**config.mk**
```make
export PLATFORM = sky130hd
export DESIGN_NAME = pristis_skew_monitor
export DESIGN_NICKNAME = d
export VERILOG_FILES = /design/src/rtl/pristis_pkg.sv /design/src/rtl/pristis_edge_det.sv /design/src/rtl/pristis_skew_monitor.sv
export SDC_FILE = /design/constraint.sdc
export NUM_CORES = 1
export LEC_CHECK = 0
export ABC_AREA = 1
export BUFFER_PORTS_ARGS = -buffer_cell sky130_fd_sc_hd__buf_2
export CAP_MARGIN = 10
export CORE_MARGIN = 4
export CORE_UTILIZATION = 59
export DETAILED_ROUTE_END_ITERATION = 10
export PLACE_DENSITY = 0.82
export SLEW_MARGIN = 20
export SYNTH_ARGS = -nofsm -noshare
export SYNTH_HDL_FRONTEND = slang
export SYNTH_SLANG_ARGS = --single-unit
```
**constraint.sdc**
```tcl
create_clock -name clk -period 7.75 [get_ports clk]
set_input_delay 1.55 -clock clk [delete_from_list [all_inputs] [get_ports clk]]
set_output_delay 1.55 -clock clk [all_outputs]
set_load 0.1 [all_outputs]
```
**src/rtl/pristis_pkg.sv**
```systemverilog
// Shared definitions for the pristis lane-strobe skew monitor.
package pristis_pkg;

  // Monitor FSM encoding
  typedef logic [1:0] state_t;
  localparam state_t StIdle      = 2'd0;
  localparam state_t StWaitFirst = 2'd1;
  localparam state_t StCollect   = 2'd2;
  localparam state_t StReport    = 2'd3;

  // Bit position of each pristis_top strobe within meascnt
  localparam int unsigned LANE_0_1 = 0;
  localparam int unsigned LANE_2_3 = 1;
  localparam int unsigned LANE_4_5 = 2;
  localparam int unsigned LANE_6_7 = 3;

  // Default counter width and forced-report timeout
  localparam int unsigned DefCntW    = 16;
  localparam int unsigned DefTimeout = 1024;

endpackage

```
**src/rtl/pristis_edge_det.sv**
```systemverilog
// Two-stage strobe register with rising-edge detect. Strobes are already
// synchronous to clk, so this is a fixed pipeline, not a synchronizer.
module pristis_edge_det #(
  parameter int unsigned NUM_LANES = 4
) (
  input  logic                 clk_i,
  input  logic                 rst_i,
  input  logic [NUM_LANES-1:0] strobe_i,
  output logic [NUM_LANES-1:0] rise_o
);

  logic [NUM_LANES-1:0] s1_q, s1_d;
  logic [NUM_LANES-1:0] s2_q, s2_d;

  // Shift the strobes through the two stages
  always_comb begin
    s1_d = strobe_i;
    s2_d = s1_q;
  end

  // Stage registers, cleared on reset so no spurious edge follows release
  always_ff @(posedge clk_i or posedge rst_i) begin
    if (rst_i) begin
      s1_q <= '0;
      s2_q <= '0;
    end else begin
      s1_q <= s1_d;
      s2_q <= s2_d;
    end
  end

  assign rise_o = s1_q & ~s2_q;

endmodule

```
**src/rtl/pristis_skew_monitor.sv**
```systemverilog
// Timestamps the first rising edge of each lane strobe relative to the
// earliest lane after every delay change or arm, and reports per-lane
// offsets plus worst-case skew over a valid/ready interface.
module pristis_skew_monitor
  import pristis_pkg::*;
#(
  parameter int unsigned NUM_LANES = 4,
  parameter int unsigned CNT_W     = DefCntW,
  parameter int unsigned TIMEOUT   = DefTimeout
) (
  input  logic                       clk,
  input  logic                       reset,
  input  logic                       arm,
  input  logic [31:0]                delay,
  input  logic [NUM_LANES-1:0]       meascnt,
  output logic                       busy,
  output logic                       res_valid,
  input  logic                       res_ready,
  output logic [NUM_LANES*CNT_W-1:0] res_offset,
  output logic [CNT_W-1:0]           res_skew,
  output logic [NUM_LANES-1:0]       res_mask,
  output logic                       res_timeout,
  output logic [31:0]                res_delay
);

  localparam int unsigned TmoW = (TIMEOUT > 1) ? $clog2(TIMEOUT) : 1;

  state_t                          state_q, state_d;
  logic [31:0]                     delay_q;
  logic                            pending_q, pending_d;
  logic [NUM_LANES-1:0]            mask_q, mask_d;
  logic [NUM_LANES-1:0][CNT_W-1:0] offset_q, offset_d;
  logic [CNT_W-1:0]                rel_q, rel_d;
  logic [TmoW-1:0]                 tmo_q, tmo_d;
  logic [CNT_W-1:0]                skew_q, skew_d;
  logic                            timeout_q, timeout_d;
  logic [31:0]                     rdelay_q, rdelay_d;

  logic [NUM_LANES-1:0] rise;
  logic                 start;
  logic                 launch;
  logic                 tmo_hit;

  pristis_edge_det #(
    .NUM_LANES(NUM_LANES)
  ) u_edge_det (
    .clk_i   (clk),
    .rst_i   (reset),
    .strobe_i(meascnt),
    .rise_o  (rise)
  );

  function automatic logic [CNT_W-1:0] max_off(input logic [NUM_LANES-1:0][CNT_W-1:0] off,
                                               input logic [NUM_LANES-1:0]            msk);
    logic [CNT_W-1:0] mx;
    mx = '0;
    for (int i = 0; i < int'(NUM_LANES); i++) begin
      if (msk[i] && (off[i] > mx)) mx = off[i];
    end
    return mx;
  endfunction

  assign start   = arm | (delay != delay_q);
  assign tmo_hit = (tmo_q == TmoW'(TIMEOUT - 1));

  // Measurement FSM and capture datapath next-state
  always_comb begin
    state_d   = state_q;
    pending_d = pending_q;
    mask_d    = mask_q;
    offset_d  = offset_q;
    rel_d     = rel_q;
    tmo_d     = tmo_q;
    skew_d    = skew_q;
    timeout_d = timeout_q;
    rdelay_d  = rdelay_q;
    launch    = 1'b0;

    case (state_q)
      StIdle: begin
        if (start || pending_q) launch = 1'b1;
      end
      StWaitFirst, StCollect: begin
        // A new start abandons the running measurement without reporting
        if (start) begin
          launch = 1'b1;
        end else begin
          tmo_d = tmo_q + 1'b1;
          if (state_q == StWaitFirst) begin
            if (|rise) begin
              mask_d  = rise;
              rel_d   = CNT_W'(1);
              state_d = StCollect;
            end
          end else begin
            if (rel_q != '1) rel_d = rel_q + 1'b1;
            for (int i = 0; i < int'(NUM_LANES); i++) begin
              if (rise[i] && !mask_q[i]) begin
                offset_d[i] = rel_q;
                mask_d[i]   = 1'b1;
              end
            end
          end
          // Edges seen this cycle are captured before the timeout decision
          if ((mask_d == '1) || tmo_hit) begin
            state_d   = StReport;
            timeout_d = (mask_d != '1);
            skew_d    = max_off(offset_d, mask_d);
          end
        end
      end
      StReport: begin
        if (start) pending_d = 1'b1;
        if (res_ready) state_d = StIdle;
      end
      default: state_d = StIdle;
    endcase

    if (launch) begin
      state_d   = StWaitFirst;
      pending_d = 1'b0;
      mask_d    = '0;
      offset_d  = '0;
      rel_d     = '0;
      tmo_d     = '0;
      skew_d    = '0;
      timeout_d = 1'b0;
      rdelay_d  = delay;
    end
  end

  // State and result registers
  always_ff @(posedge clk or posedge reset) begin
    if (reset) begin
      state_q   <= StIdle;
      delay_q   <= '0;
      pending_q <= 1'b0;
      mask_q    <= '0;
      offset_q  <= '0;
      rel_q     <= '0;
      tmo_q     <= '0;
      skew_q    <= '0;
      timeout_q <= 1'b0;
      rdelay_q  <= '0;
    end else begin
      state_q   <= state_d;
      delay_q   <= delay;
      pending_q <= pending_d;
      mask_q    <= mask_d;
      offset_q  <= offset_d;
      rel_q     <= rel_d;
      tmo_q     <= tmo_d;
      skew_q    <= skew_d;
      timeout_q <= timeout_d;
      rdelay_q  <= rdelay_d;
    end
  end

  assign busy        = (state_q == StWaitFirst) || (state_q == StCollect);
  assign res_valid   = (state_q == StReport);
  assign res_offset  = offset_q;
  assign res_skew    = skew_q;
  assign res_mask    = mask_q;
  assign res_timeout = timeout_q;
  assign res_delay   = rdelay_q;

endmodule

```
Word-level counts from Yosys, hierarchy flattened
Index checks and enable logic that the tools add are counted.
{"block": "op_classes", "n_addsub": 2, "n_mul": 0, "n_div": 0, "n_lt_le_gt_ge": 4, "n_eq_ne": 14, "shifts": 0, "muxes": 64, "bitwise": 3, "reduce_logical": 29}
{"cell": "16-bit 2-to-1 mux", "count": 27}
{"cell": "64-bit 2-to-1 mux", "count": 6}
{"cell": "16-bit greater-than comparator", "count": 3}
{"cell": "32-bit != test", "count": 1}
{"cell": "10-bit 2-to-1 mux", "count": 3}
{"cell": "4-bit 2-to-1 mux", "count": 7}
{"cell": "16-bit by 1-bit adder with 16-bit output, second input constant", "count": 1}
{"cell": "16-bit by 1-bit greater-than comparator with 1-bit output, second input constant", "count": 1}
{"cell": "16-bit != test, second input constant", "count": 1}
{"cell": "1-bit 2-to-1 mux", "count": 13}
{"cell": "2-bit 2-to-1 mux", "count": 6}
{"cell": "4-bit != test, second input constant", "count": 3}
{"cell": "10-bit by 1-bit adder with 10-bit output, second input constant", "count": 1}
{"cell": "10-bit == test, second input constant", "count": 1}
{"cell": "1-bit logical AND", "count": 8}
{"cell": "2-bit nonzero test", "count": 4}
{"cell": "3-bit nonzero test", "count": 2}
{"cell": "5-bit AND reduction", "count": 1}
{"cell": "4-bit AND", "count": 1}
{"cell": "2-bit == test, second input constant", "count": 2}
{"cell": "4-bit == test, second input constant", "count": 1}
{"cell": "1-bit zero test", "count": 4}
{"cell": "4-bit inverter", "count": 1}
{"cell": "2-bit case mux with 2 select lines", "count": 1}
{"cell": "14 further kinds", "count": 17}
{"block": "totals", "ff_bits": 186, "latchBits": 0, "ramBits": 0, "rom_bits": 0, "in_bits": 40, "out_inout_bits": 119, "elab_cells": 131, "memories": 0}

Depth between registers and ports, before layout
{"block": "depth", "ltp_word": 32, "mapped_depth": 48, "mapped_depth_nobuf": 44}

By module
A second synthesis with hierarchy kept.
{"block": "hier_totals", "hier_cells": 1627, "hier_area_um2": 11479.8}
{"module": "pristis_skew_monitor", "instances": 1, "cells_per_inst": 1610, "area_each_um2": 11235.8, "seq_area_each_um2": 4454.3}
{"module": "pristis_edge_det", "instances": 1, "cells_per_inst": 17, "area_each_um2": 244.0, "seq_area_each_um2": 200.2}

Worst setup path after synthesis
No wires, ideal clock.
{"block": "synth_timing", "path_type": "register to register", "from": "reg mask_q[0], in the netlist res_mask[0]", "to": "reg skew_q[4], in the netlist res_skew[4]", "setup_ps": 120, "arrival_time_ps": 6252, "required_ps": 7630, "slack_ps": 1378, "stages_incl_launch_ff": 45, "n_path_buf": 5, "period_less_slack_ps": 6372, "cell_sequence": "dfrtp_1 -> nor2_2 -> nand3_4 -> buf_6 -> nand2_1 -> o21ai_1 -> nor2_1 -> nand2_1 -> nor2_2 -> nand2_4 -> buf_12 -> nand3_4 -> ha_1 -> nand2_1 -> nor2_1 -> a21boi_0 -> o21ai_0 -> nand2_1 -> [9 not listed] -> nor2_1 -> nand2_1 -> buf_2 -> nand3_2 -> and2_1 -> ha_1 -> nand2_1 -> nor2_1 -> nand2_1 -> o211ai_1 -> nand2_1 -> o2111ai_1 -> nand2_1 -> clkbuf_1 -> nor2_1 -> nor2_1 -> nand2_1 -> nand2_1"}
{"block": "synth_between", "elab_chain_cells": 31, "word_cells_on_any_way": 40, "classes_between": "4 x order compare; 1 x eq/ne; 26 x mux; 9 x reduce/logical"}
{"element": "start: declaration", "line_no": "pristis_skew_monitor.sv:31", "text": "logic [NUM_LANES-1:0] mask_q, mask_d;"}
{"element": "start signal: assignment", "line_no": "pristis_skew_monitor.sv:149", "text": "mask_q <= mask_d;"}
{"element": "1-bit zero test", "line_no": "pristis_skew_monitor.sv:98", "text": "if (rise[i] && !mask_q[i]) begin"}
{"element": "1-bit logical AND", "line_no": "pristis_skew_monitor.sv:98"}
{"element": "16-bit 2-to-1 mux", "line_no": "pristis_skew_monitor.sv:98"}
{"element": "64-bit 2-to-1 mux", "line_no": "pristis_skew_monitor.sv:89", "text": "if (state_q == StWaitFirst) begin"}
{"element": "64-bit 2-to-1 mux", "line_no": "pristis_skew_monitor.sv:85", "text": "if (start) begin"}
{"element": "64-bit 2-to-1 mux", "line_no": "pristis_skew_monitor.sv:79", "text": "case (state_q)"}
{"element": "16-bit by 1-bit greater-than comparator with 1-bit output", "line_no": "pristis_skew_monitor.sv:58", "text": "if (msk[i] && (off[i] > mx)) mx = off[i];"}
{"element": "1-bit logical AND", "line_no": "pristis_skew_monitor.sv:58"}
{"element": "[15 not listed]"}
{"element": "16-bit 2-to-1 mux", "line_no": "pristis_skew_monitor.sv:79"}
{"element": "16-bit greater-than comparator", "line_no": "pristis_skew_monitor.sv:58"}
{"element": "1-bit logical AND", "line_no": "pristis_skew_monitor.sv:58"}
{"element": "16-bit 2-to-1 mux", "line_no": "pristis_skew_monitor.sv:58"}
{"element": "16-bit 2-to-1 mux", "line_no": "pristis_skew_monitor.sv:105", "text": "if ((mask_d == '1) || tmo_hit) begin"}
{"element": "16-bit 2-to-1 mux", "line_no": "pristis_skew_monitor.sv:85"}
{"element": "16-bit 2-to-1 mux", "line_no": "pristis_skew_monitor.sv:79"}
{"element": "16-bit 2-to-1 mux", "line_no": "pristis_skew_monitor.sv:119", "text": "if (launch) begin"}
{"element": "end signal: assignment", "line_no": "pristis_skew_monitor.sv:153", "text": "skew_q <= skew_d;"}
{"element": "end: declaration", "line_no": "pristis_skew_monitor.sv:35", "text": "logic [CNT_W-1:0] skew_q, skew_d;"}
Parallel ways exist; a longest one is shown, timed or not. The select of a mux whose other input is x is not followed.
A chain may end at the register's enable or synchronous reset.

Final worst setup path
{"block": "layout_timing", "from": "reg state_q[1]", "to": "reg skew_q[3], in the netlist res_skew[3]"}
{"block": "layout_between", "elab_chain_cells": 29, "word_cells_on_any_way": 42, "classes_between": "4 x order compare; 4 x eq/ne; 24 x mux; 10 x reduce/logical"}
{"element": "start: declaration", "line_no": "pristis_skew_monitor.sv:28", "text": "state_t state_q, state_d;"}
{"element": "start signal: assignment", "line_no": "pristis_skew_monitor.sv:135", "text": "state_q <= StIdle;"}
{"element": "start signal: assignment", "line_no": "pristis_skew_monitor.sv:146", "text": "state_q <= state_d;"}
{"element": "2-bit by 1-bit == test with 1-bit output", "line_no": "pristis_skew_monitor.sv:79, pristis_skew_monitor.sv:89"}
{"element": "64-bit 2-to-1 mux", "line_no": "pristis_skew_monitor.sv:89"}
{"element": "64-bit 2-to-1 mux", "line_no": "pristis_skew_monitor.sv:85"}
{"element": "64-bit 2-to-1 mux", "line_no": "pristis_skew_monitor.sv:79"}
{"element": "16-bit by 1-bit greater-than comparator with 1-bit output", "line_no": "pristis_skew_monitor.sv:58"}
{"element": "1-bit logical AND", "line_no": "pristis_skew_monitor.sv:58"}
{"element": "16-bit 2-to-1 mux", "line_no": "pristis_skew_monitor.sv:58"}
{"element": "16-bit 2-to-1 mux", "line_no": "pristis_skew_monitor.sv:105"}
{"element": "[13 not listed]"}
{"element": "16-bit 2-to-1 mux", "line_no": "pristis_skew_monitor.sv:79"}
{"element": "16-bit greater-than comparator", "line_no": "pristis_skew_monitor.sv:58"}
{"element": "1-bit logical AND", "line_no": "pristis_skew_monitor.sv:58"}
{"element": "16-bit 2-to-1 mux", "line_no": "pristis_skew_monitor.sv:58"}
{"element": "16-bit 2-to-1 mux", "line_no": "pristis_skew_monitor.sv:105"}
{"element": "16-bit 2-to-1 mux", "line_no": "pristis_skew_monitor.sv:85"}
{"element": "16-bit 2-to-1 mux", "line_no": "pristis_skew_monitor.sv:79"}
{"element": "16-bit 2-to-1 mux", "line_no": "pristis_skew_monitor.sv:119"}
Parallel ways exist; a longest one is shown, timed or not. The select of a mux whose other input is x is not followed.

==> impl_metrics.csv <==
group,metric,value,unit
run_status,outcome,"finished clean",
global_route,grt_overflow_total,0,
floorplanning,die_w,146,um
yosys,ys_async_sr_fraction,1.00,
yosys,synthAdderAreaFrac,0.0586,
worst_hold_path,hold_end,"u_edge_det.s2_q[2]",
detailed_routing,drt-vias-per-instance,5.53,
detailed_routing,antenna_left,0,
global_route,grt_pass1_vias,9864,
setup_path,worst_r2r_path_depth,43,
floorplanning,fp.dieH,146,um
detailed_routing,drc,0,
clock_tree,cts_hold_buf,0,
worst_hold_path,whs_path_depth,0,
setup_path,required,8120,ps
placed_design,portBuffers,158,
floorplanning,initial_core_util,0.603,
yosys,yosysTopAreaCell,"dfrtp_1",
setup_path,crit_cells,43,
setup_path,path_common_cell,"nand2_1",
setup_path,cp.arrival,7470,ps
clock_tree,post_cts_buffers,0,
clock_tree,cts_num_sinks,186,
yosys,yosysUniqueCellTypes,44,
yosys,synth.top_cells.by_area,"dfrtp_1, nand2_1, inv_1",
sta,timing.final.crit_share,0.916,
yosys,synthXorXnorAreaFrac,0.0116,
global_route,grt_use_total,0.290,
layout,drive_gt1_frac,0.169,
setup_path,worstSetupEndpointType,"register",
setup_path,path_class,"reg -> reg",
global_route,grt_max_degree,113,
floorplanning,die-area,21500,sq um
yosys,synth_area,11300,sq um
yosys,synth.most_common_cell,"nand2_1",
sta,hold_viol,0,
sta,timing.final.crit_period,7100,ps
setup_path,timing.rr.start,"state_q[1]",
detailed_routing,routed_wl,31300,um
yosys,synth-seq-area-share,0.411,
global_route,grt_antenna_before_repair,0,
sta,drv_slew,0,
yosys,yosys.area.top_type_share,0.411,
yosys,synth-seq-cells,186,
clock_tree,cts_tree,"built",
sta,relSlewSlack,0.365,
yosys,syn_inst,1515,
setup_path,slowest_delay,400,ps
yosys,synth_simple_gate_area_frac,0.300,
yosys,ys_warn_count,0,
clock_tree,clkTransAtPathRegs,80,ps
placed_design,gp_congestion,0.970,
sta,fmax,141,MHz
setup_path,crit_fanout,32,
yosys,synth_area_per_cell,7.47,sq um
floorplanning,num_rows,50,
layout,final_cells,1888,
clock_tree,cts_buffer_depth,2,
yosys,synth_common_cells,"nand2_1, inv_1, dfrtp_1",
worst_hold_path,min_from,"u_edge_det.s1_q[2]",
setup_path,critPathLaunchType,"register",
placed_design,hpwl,22800,um
layout,diodes,0,
floorplanning,ios,159,
clock_tree,cts_htree_levels,4,
yosys,synth_edf_count,0,
power,p_per_area,317,nW/um^2
clock_tree,cts_resized,0,
layout,area_growth,13.2,%
clock_tree,clockRootBuffer,"clkbuf_16",
global_route,grt_pass1_wl,50700,um
worst_hold_path,hp-class,"reg -> reg",
sta,finalSetupViolCount,0,
clock_tree,clock_latency,450,ps
floorplanning,coreArea,18800,sq um
detailed_routing,drt_iter0_drc,1114,
yosys,synth_compound_gate_area_share,0.118,
placed_design,dp_cells,1855,
setup_path,crit_family,"simple AND/OR/NAND/NOR gates",
setup_path,rrSetupSlack,650,ps
flow_run,drv_cap,0,
setup_path,crit_buf_inv,3,
yosys,synth_top_family_by_area,"simple AND/OR/NAND/NOR gates",
power,power.leakage,7.30,nW
sta,holdWs,381,ps
yosys,synthFlopType,"dfrtp_1",
setup_path,critPathSlowestCell,"dfrtp_1",
yosys,syn_nets,1608,
yosys,synth_mux_area_frac,0,
clock_tree,cts-buffers-inserted,17,
layout,nets,1734,
detailed_routing,via_count,10400,
sta,worstMarginPinSlew,952,ps
detailed_routing,post_drt_wl_per_cell,16.6,um
power,vdd_ir_drop_max,285,uV
detailed_routing,firstDrtPassIters,5,
sta,fin_skew,15.2,ps
setup_path,worstReg2RegEnd,"res_skew[3]",
how the worst max path moves through the flow:
stage	startpoint	end	slack, ps
after global routing	state_q[1]	res_skew[3]	-50
after floorplan	reset	delay_q[0]	1140
after CTS	state_q[1]	res_skew[3]	650
after detailed placement	state_q[0]	res_skew[6]	720
after global placement	state_q[0]	res_skew[2]	740
final	state_q[1]	res_skew[3]	650
cells in the final DEF (no fill, tap or decap), types with 5 or more instances in the layout:
| cell | n |
|---|---|
| a21boi_0 | 31 |
| a21boi_1 | 17 |
| a21oi_1 | 28 |
| and2_1 | 16 |
| buf_2 | 158 |
| buf_4 | 8 |
| clkbuf_16 | 17 |
| clkinv_8 | 5 |
| dfrtp_1 | 186 |
| ha_1 | 53 |
| inv_1 | 202 |
| inv_2 | 7 |
| nand2_1 | 433 |
| nand2_2 | 14 |
| nand3_1 | 113 |
| nand3_2 | 19 |
| nand4_1 | 23 |
| nor2_1 | 100 |
| nor3_1 | 8 |
| o21ai_0 | 103 |
| o21ai_1 | 34 |
| o21ai_2 | 10 |
| or2_2 | 8 |
| xnor2_1 | 7 |
| xor2_1 | 8 |
report_power, final:
| group | internal, W | switching (W) | leakage [nW] |
|---|---|---|---|
| sequential | 0.00108 | 0.0000581 | 2.44 |
| clock | 0.000448 | 0.000451 | 0.298 |
| combinational | 0.000370 | 0.00165 | 4.56 |
worst register-to-register path: cells and delay by family, from the launching register on:
kind                     cells  cell delay (ps)
AO/OA/AOI/OAI                7              980
AND/OR/NAND/NOR             29             3790
flip-flops                   1              400
buffers and inverters        3              620
adder cells (fa/ha/maj)      4             1240
stage by stage:
step / utilization / total power (W) / TNS (ps) / setup slack, ps / instance area, sq um
CTS: 0.679 / 0.00405 / 0 / 647 / 12700
floorplan: - / 0.00283 / 0 / 1140 / 11300
detailed placement: 0.646 / 0.00315 / 0 / 724 / 12100
finish: 0.683 / 0.00406 / 0 / 651 / 12800
global placement: 0.646 / 0.00311 / 0 / 735 / 12100
global route: 0.683 / 0.00429 / -161 / -49.2 / 12800
state kept, by name (all words and copies together), names as in the netlist:
signal,flops
delay_q,32
pending_q,1
rel_q,16
res_delay,32
res_mask,4
res_offset,64
res_skew,16
res_timeout,1
state_q,2
tmo_q,10
u_edge_det.s1_q,4
u_edge_det.s2_q,4
layer usage:
layer / up-vias / track usage / share of wire
met4: 0 / 0.0861 / 0.022
met3: 52 / 0.0435 / 0.078
li1: 5092 / - / -
met2: 451 / 0.460 / 0.46
met1: 4850 / 0.417 / 0.44
met5: - / 0 / 0
area by class of cell:
cell class	instances	area (sq um)
multi-input cells	1057	5580
clock inverters	14	175
clock buffers	18	439
fillers	1590	5960
flip-flops and latches	186	4650
repair buffers	167	862
inverters	212	807
well taps	234	293
cells by family after synthesis:
group | Yosys count
and+or+nand+nor | 756
adders and majority gates | 53
AOI/OAI and AO/OA | 232
buffers and inverters | 273
xor gates and xnor gates | 15
DFF | 186
Note: power is estimated with default switching activity, not from simulation.
